===== src/rtl/cpu_pkg.sv =====
// Shared CPU constants for the writeback/register-file slice.
// Register 0 is architecturally hardwired to zero.
package cpu_pkg;
  localparam int DATA_W   = 32;
  localparam int ADDR_W   = 5;
  localparam int NUM_REGS = 2 ** ADDR_W;
  localparam logic [ADDR_W-1:0] REG_ZERO = 5'd0;
endpackage


===== src/rtl/wb_regfile_if.sv =====
// MEM/WB writeback bus plus the ID-stage read ports of the register file.
// master = pipeline side, slave = register file.
interface wb_regfile_if
  import cpu_pkg::*;
#(
  parameter int DW = cpu_pkg::DATA_W,
  parameter int AW = cpu_pkg::ADDR_W
);
  logic          WB_reg_write;
  logic          WB_mem_to_reg;
  logic [DW-1:0] WB_mem_data;
  logic [DW-1:0] WB_alu_result;
  logic [AW-1:0] WB_mux_out;
  logic [AW-1:0] ID_rs_addr;
  logic [AW-1:0] ID_rt_addr;
  logic [DW-1:0] ID_rs_data;
  logic [DW-1:0] ID_rt_data;
  logic [DW-1:0] WB_write_data;
  logic [31:0]   wb_count;

  modport master (
    output WB_reg_write, WB_mem_to_reg, WB_mem_data, WB_alu_result, WB_mux_out,
    output ID_rs_addr, ID_rt_addr,
    input  ID_rs_data, ID_rt_data, WB_write_data, wb_count
  );

  modport slave (
    input  WB_reg_write, WB_mem_to_reg, WB_mem_data, WB_alu_result, WB_mux_out,
    input  ID_rs_addr, ID_rt_addr,
    output ID_rs_data, ID_rt_data, WB_write_data, wb_count
  );
endinterface


===== src/rtl/wb_mux.sv =====
// Writeback source select: load data or ALU result, independent of the
// write enable so the forwarding unit always sees the candidate value.
module wb_mux #(
  parameter int DATA_W = 32
) (
  input  logic              mem_to_reg,
  input  logic [DATA_W-1:0] mem_data,
  input  logic [DATA_W-1:0] alu_result,
  output logic [DATA_W-1:0] write_data
);
  assign write_data = mem_to_reg ? mem_data : alu_result;
endmodule


===== src/rtl/wb_regfile.sv =====
// Architectural register file at the WB stage: 32 entries, two async read
// ports, commit counter. Define WB_BYPASS_EN for same-cycle write-to-read bypass.
module wb_regfile
  import cpu_pkg::*;
#(
  parameter int DATA_W = cpu_pkg::DATA_W,
  parameter int ADDR_W = cpu_pkg::ADDR_W
) (
  input  logic         clk,
  input  logic         startin,
  wb_regfile_if.slave  bus
);
  localparam int REG_COUNT = 2 ** ADDR_W;

  logic [DATA_W-1:0] regs [REG_COUNT];
  logic [31:0]       wb_count_q;
  logic [DATA_W-1:0] write_data;
  logic              commit;
  logic [DATA_W-1:0] rs_data;
  logic [DATA_W-1:0] rt_data;

  wb_mux #(.DATA_W(DATA_W)) u_wb_mux (
    .mem_to_reg (bus.WB_mem_to_reg),
    .mem_data   (bus.WB_mem_data),
    .alu_result (bus.WB_alu_result),
    .write_data (write_data)
  );

  // Writes to r0 are discarded and must not advance the counter.
  assign commit = !startin && bus.WB_reg_write && (bus.WB_mux_out != REG_ZERO);

  always_ff @(posedge clk) begin
    if (startin) begin
      for (int i = 0; i < REG_COUNT; i++) begin
        regs[i] <= '0;
      end
      wb_count_q <= '0;
    end else if (commit) begin
      regs[bus.WB_mux_out] <= write_data;
      wb_count_q           <= wb_count_q + 32'd1;
    end
  end

  always_comb begin
    rs_data = (bus.ID_rs_addr == REG_ZERO) ? '0 : regs[bus.ID_rs_addr];
    rt_data = (bus.ID_rt_addr == REG_ZERO) ? '0 : regs[bus.ID_rt_addr];
`ifdef WB_BYPASS_EN
    // commit already excludes r0, so address 0 can never pick up the bypass.
    if (commit && (bus.ID_rs_addr == bus.WB_mux_out)) rs_data = write_data;
    if (commit && (bus.ID_rt_addr == bus.WB_mux_out)) rt_data = write_data;
`endif
  end

  assign bus.ID_rs_data    = rs_data;
  assign bus.ID_rt_data    = rt_data;
  assign bus.WB_write_data = write_data;
  assign bus.wb_count      = wb_count_q;
endmodule


===== src/flat_wrapper.sv =====
// flat-port wrapper written by rule: the top's interface ports become plain ports
module wb_regfile_flat import cpu_pkg::*;
#(
  parameter int DATA_W = cpu_pkg::DATA_W,
  parameter int ADDR_W = cpu_pkg::ADDR_W
)
  (clk, startin, bus_WB_reg_write, bus_WB_mem_to_reg, bus_WB_mem_data, bus_WB_alu_result, bus_WB_mux_out, bus_ID_rs_addr, bus_ID_rt_addr, bus_ID_rs_data, bus_ID_rt_data, bus_WB_write_data, bus_wb_count);
  wb_regfile_if bus_i ();
  input  logic clk;
  input  logic startin;
  input wire logic [$bits(bus_i.WB_reg_write)-1:0] bus_WB_reg_write;
  input wire logic [$bits(bus_i.WB_mem_to_reg)-1:0] bus_WB_mem_to_reg;
  input wire logic [$bits(bus_i.WB_mem_data)-1:0] bus_WB_mem_data;
  input wire logic [$bits(bus_i.WB_alu_result)-1:0] bus_WB_alu_result;
  input wire logic [$bits(bus_i.WB_mux_out)-1:0] bus_WB_mux_out;
  input wire logic [$bits(bus_i.ID_rs_addr)-1:0] bus_ID_rs_addr;
  input wire logic [$bits(bus_i.ID_rt_addr)-1:0] bus_ID_rt_addr;
  output wire logic [$bits(bus_i.ID_rs_data)-1:0] bus_ID_rs_data;
  output wire logic [$bits(bus_i.ID_rt_data)-1:0] bus_ID_rt_data;
  output wire logic [$bits(bus_i.WB_write_data)-1:0] bus_WB_write_data;
  output wire logic [$bits(bus_i.wb_count)-1:0] bus_wb_count;
  assign bus_i.WB_reg_write = bus_WB_reg_write;
  assign bus_i.WB_mem_to_reg = bus_WB_mem_to_reg;
  assign bus_i.WB_mem_data = bus_WB_mem_data;
  assign bus_i.WB_alu_result = bus_WB_alu_result;
  assign bus_i.WB_mux_out = bus_WB_mux_out;
  assign bus_i.ID_rs_addr = bus_ID_rs_addr;
  assign bus_i.ID_rt_addr = bus_ID_rt_addr;
  assign bus_ID_rs_data = bus_i.ID_rs_data;
  assign bus_ID_rt_data = bus_i.ID_rt_data;
  assign bus_WB_write_data = bus_i.WB_write_data;
  assign bus_wb_count = bus_i.wb_count;
  wb_regfile #(.DATA_W(DATA_W), .ADDR_W(ADDR_W)) u_core (.clk(clk), .startin(startin), .bus(bus_i));
endmodule

===== config.mk =====
export PLATFORM = sky130hd
export DESIGN_NAME = wb_regfile_flat
export DESIGN_NICKNAME = d
export VERILOG_FILES = /design/src/rtl/cpu_pkg.sv /design/src/rtl/wb_regfile_if.sv /design/src/rtl/wb_mux.sv /design/src/rtl/wb_regfile.sv /design/src/flat_wrapper.sv
export SDC_FILE = /design/constraint.sdc
export NUM_CORES = 2
export LEC_CHECK = 0
export CAP_MARGIN = 20
export CORE_MARGIN = 5
export CORE_UTILIZATION = 45
export DETAILED_ROUTE_END_ITERATION = 16
export DONT_BUFFER_PORTS = 1
export MAX_ROUTING_LAYER = met4
export PLACE_DENSITY_LB_ADDON = 0.2
export SLEW_MARGIN = 20
export SYNTH_ARGS = -nofsm -noshare
export SYNTH_HDL_FRONTEND = slang
export SYNTH_HIERARCHICAL = 1
export SYNTH_SLANG_ARGS = --single-unit

===== constraint.sdc =====
create_clock -name clk -period 6.15 [get_ports clk]
set_clock_uncertainty 0.2 [all_clocks]
set_input_delay 1.23 -clock clk [delete_from_list [all_inputs] [get_ports clk]]
set_output_delay 1.23 -clock clk [all_outputs]
set_load 0.01 [all_outputs]

After elaboration in Yosys (flattened, before gate mapping) --
Memories as Yosys holds them, arrays and structs flattened. Cells that the tools add are included.
Cells by class: add/sub/neg operators 1, reduce and logical (&&, ||, !) cells 7, mux-type cells 11
Operator list (count):
- 32-bit two-way mux | 4
- 32-bit by 1-bit adder with 32-bit output, second input constant | 1
- 32-bit OR reduction | 1
- 5-bit logical NOT | 2
- 1-bit two-way mux | 6
- 5-bit two-way mux | 1
- 5-bit nonzero test | 1
- 1-bit logical AND | 2
- 1-bit logical NOT | 1
Storage, ports and cells: memories 1, bits in registers 32, bits in writable memories 1024, output and inout port bits 128
Memory list:
- u_core.regs | depth 32, width 32, read ports 2, clocked after Yosys merged registers in 0, write ports 32, line wb_regfile.sv:15 | logic [DATA_W-1:0] regs [REG_COUNT];

Longest topological paths before layout --
depth after elaboration 8, gate-level depth with buffers 7, depth with buffers taken out 4

Modules after synthesis --
The synthesis kept the hierarchy.
Modules (own cells, without submodules):
- wb_regfile | seq. area each 31390.1 um^2, instances 1, cells each 3836, area an instance 56489.2 um^2
- wb_mux | seq. area each 0.0 um^2, instances 1, cells each 36, area an instance 544.3 um^2

Worst setup path before layout --
Ideal clock, no wire load.
path kind input to output, from input port bus_ID_rs_addr[1], to output port bus_ID_rs_data[13], path buffers 3, required time 4.720 ns, cell stages on the path 7, data arrival time 2.633 ns, slack 2.087 ns, path through buf_4 buf_6 nor2b_1 buf_2 a221oi_1 o21ai_0 a311oi_1
Between the ends: longest elaborated chain between the ends 2
RTL lines:
- start, declared | line flat_wrapper.sv:16 | input wire logic [$bits(bus_i.ID_rs_addr)-1:0] bus_ID_rs_addr;
- memory 32 x 32 bit or 5-bit logical NOT (tied branches)
- 32-bit two-way mux * | line wb_regfile.sv:45 | rs_data = (bus.ID_rs_addr == REG_ZERO) ? '0 : regs[bus.ID_rs_addr];
- end, declared | line flat_wrapper.sv:18 | output wire logic [$bits(bus_i.ID_rs_data)-1:0] bus_ID_rs_data;
Every way passes the cells marked *; elsewhere a longest branch is shown, timed or not.

Worst setup path in the final report --
from input port bus_ID_rt_addr[1], to output port bus_ID_rt_data[21]
Between the ends: longest elaborated chain between the ends 2
RTL lines:
- start, declared | line flat_wrapper.sv:17 | input wire logic [$bits(bus_i.ID_rt_addr)-1:0] bus_ID_rt_addr;
- memory 32 x 32 bit or 5-bit logical NOT (tied branches)
- 32-bit two-way mux * | line wb_regfile.sv:46 | rt_data = (bus.ID_rt_addr == REG_ZERO) ? '0 : regs[bus.ID_rt_addr];
- end, declared | line flat_wrapper.sv:19 | output wire logic [$bits(bus_i.ID_rt_data)-1:0] bus_ID_rt_data;
Marked as above.

==> summary.md <==
| Metric | Value |
|---|---|
| Status | finished, final reports clean |
| Post-synth ARST share | 0% |
| CP dominant cell by count | buf_4 |
| Core area | 126000 sq um |
| Area grow syn2layout | 9.19% |
| First-pass GRT wire length | 261000 um |
| Starting Density | 45.4% |
| Avg Synthesized Cell Area | ~15 sq um |
| Fin. Hold Viols | 0 |
| Most common cell after layout, fill and taps aside | edfxtp_1 |
| Wire per inst | 33.1 um |
| Total number of vias | 35200 |
| Die W | 366 um |
| Crit path time final | 5350 ps |
| Hold-fix buffers at CTS | 0 |
| Clock buffer depth | 3 |
| XOR/XNOR share of the synthesized area | 0.0461% |
| Sequential share of the synthesized area | 55.0% |
| Synth Instances | 3872 |
| Pre-antenna DRT Iters | 5 |
| Top cells by area, synth | edfxtp_1, mux4_2, and2_1, mux2i_1, clkbuf_1 |
| Slew margin rel. | 15.7% |
| CP cell instances | nor2b_4 -> buf_4 -> a221oi_1 -> o21ai_1 -> a311oi_1 -> buf_4 |
| Tcrit/Tclk final | 87.0% |
| Post-Synth Simple-Gate Area | roughly 14% |
| Post-Synth Adder-Cell Area | 0.0219% |
| CTS tree | yes |
| Antenna Nets Post-Route | 0 |
| PwrDens | roughly 280 nW/um^2 |
| Commonest non-fill, non-tap cells in the layout | edfxtp_1, and2_1, mux4_2 |
| Largest fanout on the critical path | 227 |
| R2r setup slk | 3380 ps |
| Synth unique cells | 57 |
| Post-synth EDFFs | 1024 |
| GPL Wtd Cong | 0.953 |
| Final Net Count | 3848 |
| Initial DRC Count | ~4200 |
| Yosys warns | 6 |
| Final Max Tran Viols | 0 |
| Multiplexer share of the synthesized area | around 22% |
| Die height | 366 um |
| Top delay family on crit path | compound AO/OA/AOI/OAI gates |
| Num CTS Buffers | 113 |
| Final setup viols | 0 |
| Buf/Inv on CP | 2 |
| CP Launch Type | primary input |
| Critical Path RT | 4720 ps |
| Leak Pwr | about 21 nW |
| Measured slew at the worst slew-check pin | 1270 ps |
| Vias in the first global route | approximately 35000 |
| Sink Count | 1056 |
| Mapped cell area | 57000 sq um |
| Total track usage | 27.5% |
| Setup TNS | 0 ps |
| Fmax | 0.187 GHz |
| Clk pin slew, worst setup/hold paths | 60 ps |
| Post-detail-place hpwl | ~110000 um |
| Port bufs | 0 |
| Leading area contributor after synthesis | edfxtp_1 |
| Flops & latches, synth | 1056 |
| Worst vdd ir | 0.000256 V |
| Max-cap violations | 0 |
| DRC Markers | 0 |
| Pin count of the biggest net entering global routing | 290 |
| HP Class | register to register |
| Ports | 211 |
| Filler cells | 10500 |
| Total power | 17.3 mW |
| Row count | 130 |
| Post-Route WL | roughly 180000 um |
| Largest family of logic cells by synthesized area | multiplexers |
| Clk_lat worst skew | a little over 700 ps |
| Worst setup EP type | output port |
| RSZ-0062 raised after global routing | no |
| CP max stage delay | 850 ps |
| Initial antenna violation count | 4 |
| Setup bufs post-CTS | 0 |
| Post_cts resized | 0 |
| Crit path max-delay cell type | a311oi_1 |
| Vias per cell | 6.37 |
| Synth Area in Compound Gates | about 5% |
| Die area | approximately 130000 sq um |
| H-tree Lvls | 3 |
| Clock tree root buffer cell | clkbuf_16 |
| Most frequently used flop master after synthesis | edfxtp_1 |
| Share of the synthesized area in the top cell type | a little over half |
| Crit Path Class | primary input to output port |
| Remaining global-route overflow | 0 |
| Fraction of layout cells with a size suffix above 1 | 24.9% |
| CP arrival | slightly below 4000 ps |
-- synth_stat cells, types with 19 or more instances --
master / n
edfxtp_1: 1024
and2_1: 996
mux4_2: 448
clkbuf_1: 253
mux2i_1: 130
nand2_1: 104
buf_2: 85
nor2b_1: 75
mux2_2: 66
o21ai_0: 65
a211oi_1: 64
a22oi_1: 64
a311oi_1: 64
buf_4: 54
o2111ai_1: 47
nor2_1: 41
mux2_4: 37
dfxtp_1: 32
or2_2: 32
o21ai_1: 24
a21oi_1: 19
-- sequential cells by signal (all words and copies together) (netlist names) --
register / flops
u_core/bus.wb_count: 32
u_core/regs: 1024
-- report_power, final --
part / leakage [nW] / total (mW) / switching (mW) / internal (mW)
clock: 1.80 / 6.88 / 2.90 / 3.98
combinational: 9.25 / 1.92 / 1.07 / 0.858
sequential: 10.0 / 8.46 / 0.188 / 8.27
-- layer usage --
| layer | track usage (%) | up-vias | routed length [um] | share of wire [%] |
|---|---|---|---|---|
| li1 | - | 14700 | - | - |
| met1 | 36.0 | 18300 | 72500 | 40 |
| met2 | 42.2 | 1857 | 85000 | 47 |
| met3 | 5.58 | 376 | 16100 | 8.8 |
| met4 | 11.4 | 0 | 9120 | 5.0 |
| met5 | - | - | 0 | 0 |
-- path summary, 6_finish.rpt --
| path | startpoint | endpoint | depth (start not counted) |
|---|---|---|---|
| setup / recovery | bus_ID_rt_addr[1] | bus_ID_rt_data[21] | 6 |
| hold / removal | u_core/bus.wb_count[21] | u_core/bus.wb_count[21] | 2 |
| setup reg to reg | u_core/bus.wb_count[4] | u_core/bus.wb_count[30] | 4 |
| hold reg to reg | u_core/bus.wb_count[21] | u_core/bus.wb_count[21] | 2 |
-- cell families after synthesis --
group,after synthesis
adder cells (fa/ha/maj),1
flip-flops,1056
buffers and inverters,422
XOR/XNOR,3
AND/OR/NAND/NOR,1327
AO/OA/AOI/OAI,381
multiplexers,681
other,1
-- tightest hold or removal path, cell delays in order, from the launching register on --
cell and delay, ps:
dfxtp_1 360, o31ai_1 90, a21oi_1 60
-- through the flow --
step           area [sq um]  hold WS, ps  utilization, %  setup slack, ps  instances
5_1_grt               62300          377            49.5             1120       5511
6_report              62300          353            49.5              798       5515
3_3_place_gp          58500          321            46.6             1330       5297
2_1_floorplan         57100          304               -             2090       3903
3_5_place_dp          58600          339            46.6             1430       5298
4_1_cts               62200          348            49.5             1420       5509
-- area by class of cell --
class,instances,area (sq um),area share (%)
Clock buffer,145,3090,4.95
Clock inverter,66,591,0.948
Multi-Input combinational cell,2425,23800,38.3
Inverter,5,21.3,0.0342
Sequential cell,1056,31400,50.4
Tap cell,1650,2060,3.32
Timing Repair Buffer,163,1290,2.07
Antenna cell,5,12.5,0.0201
Note: power is estimated with default switching activity, not from simulation.
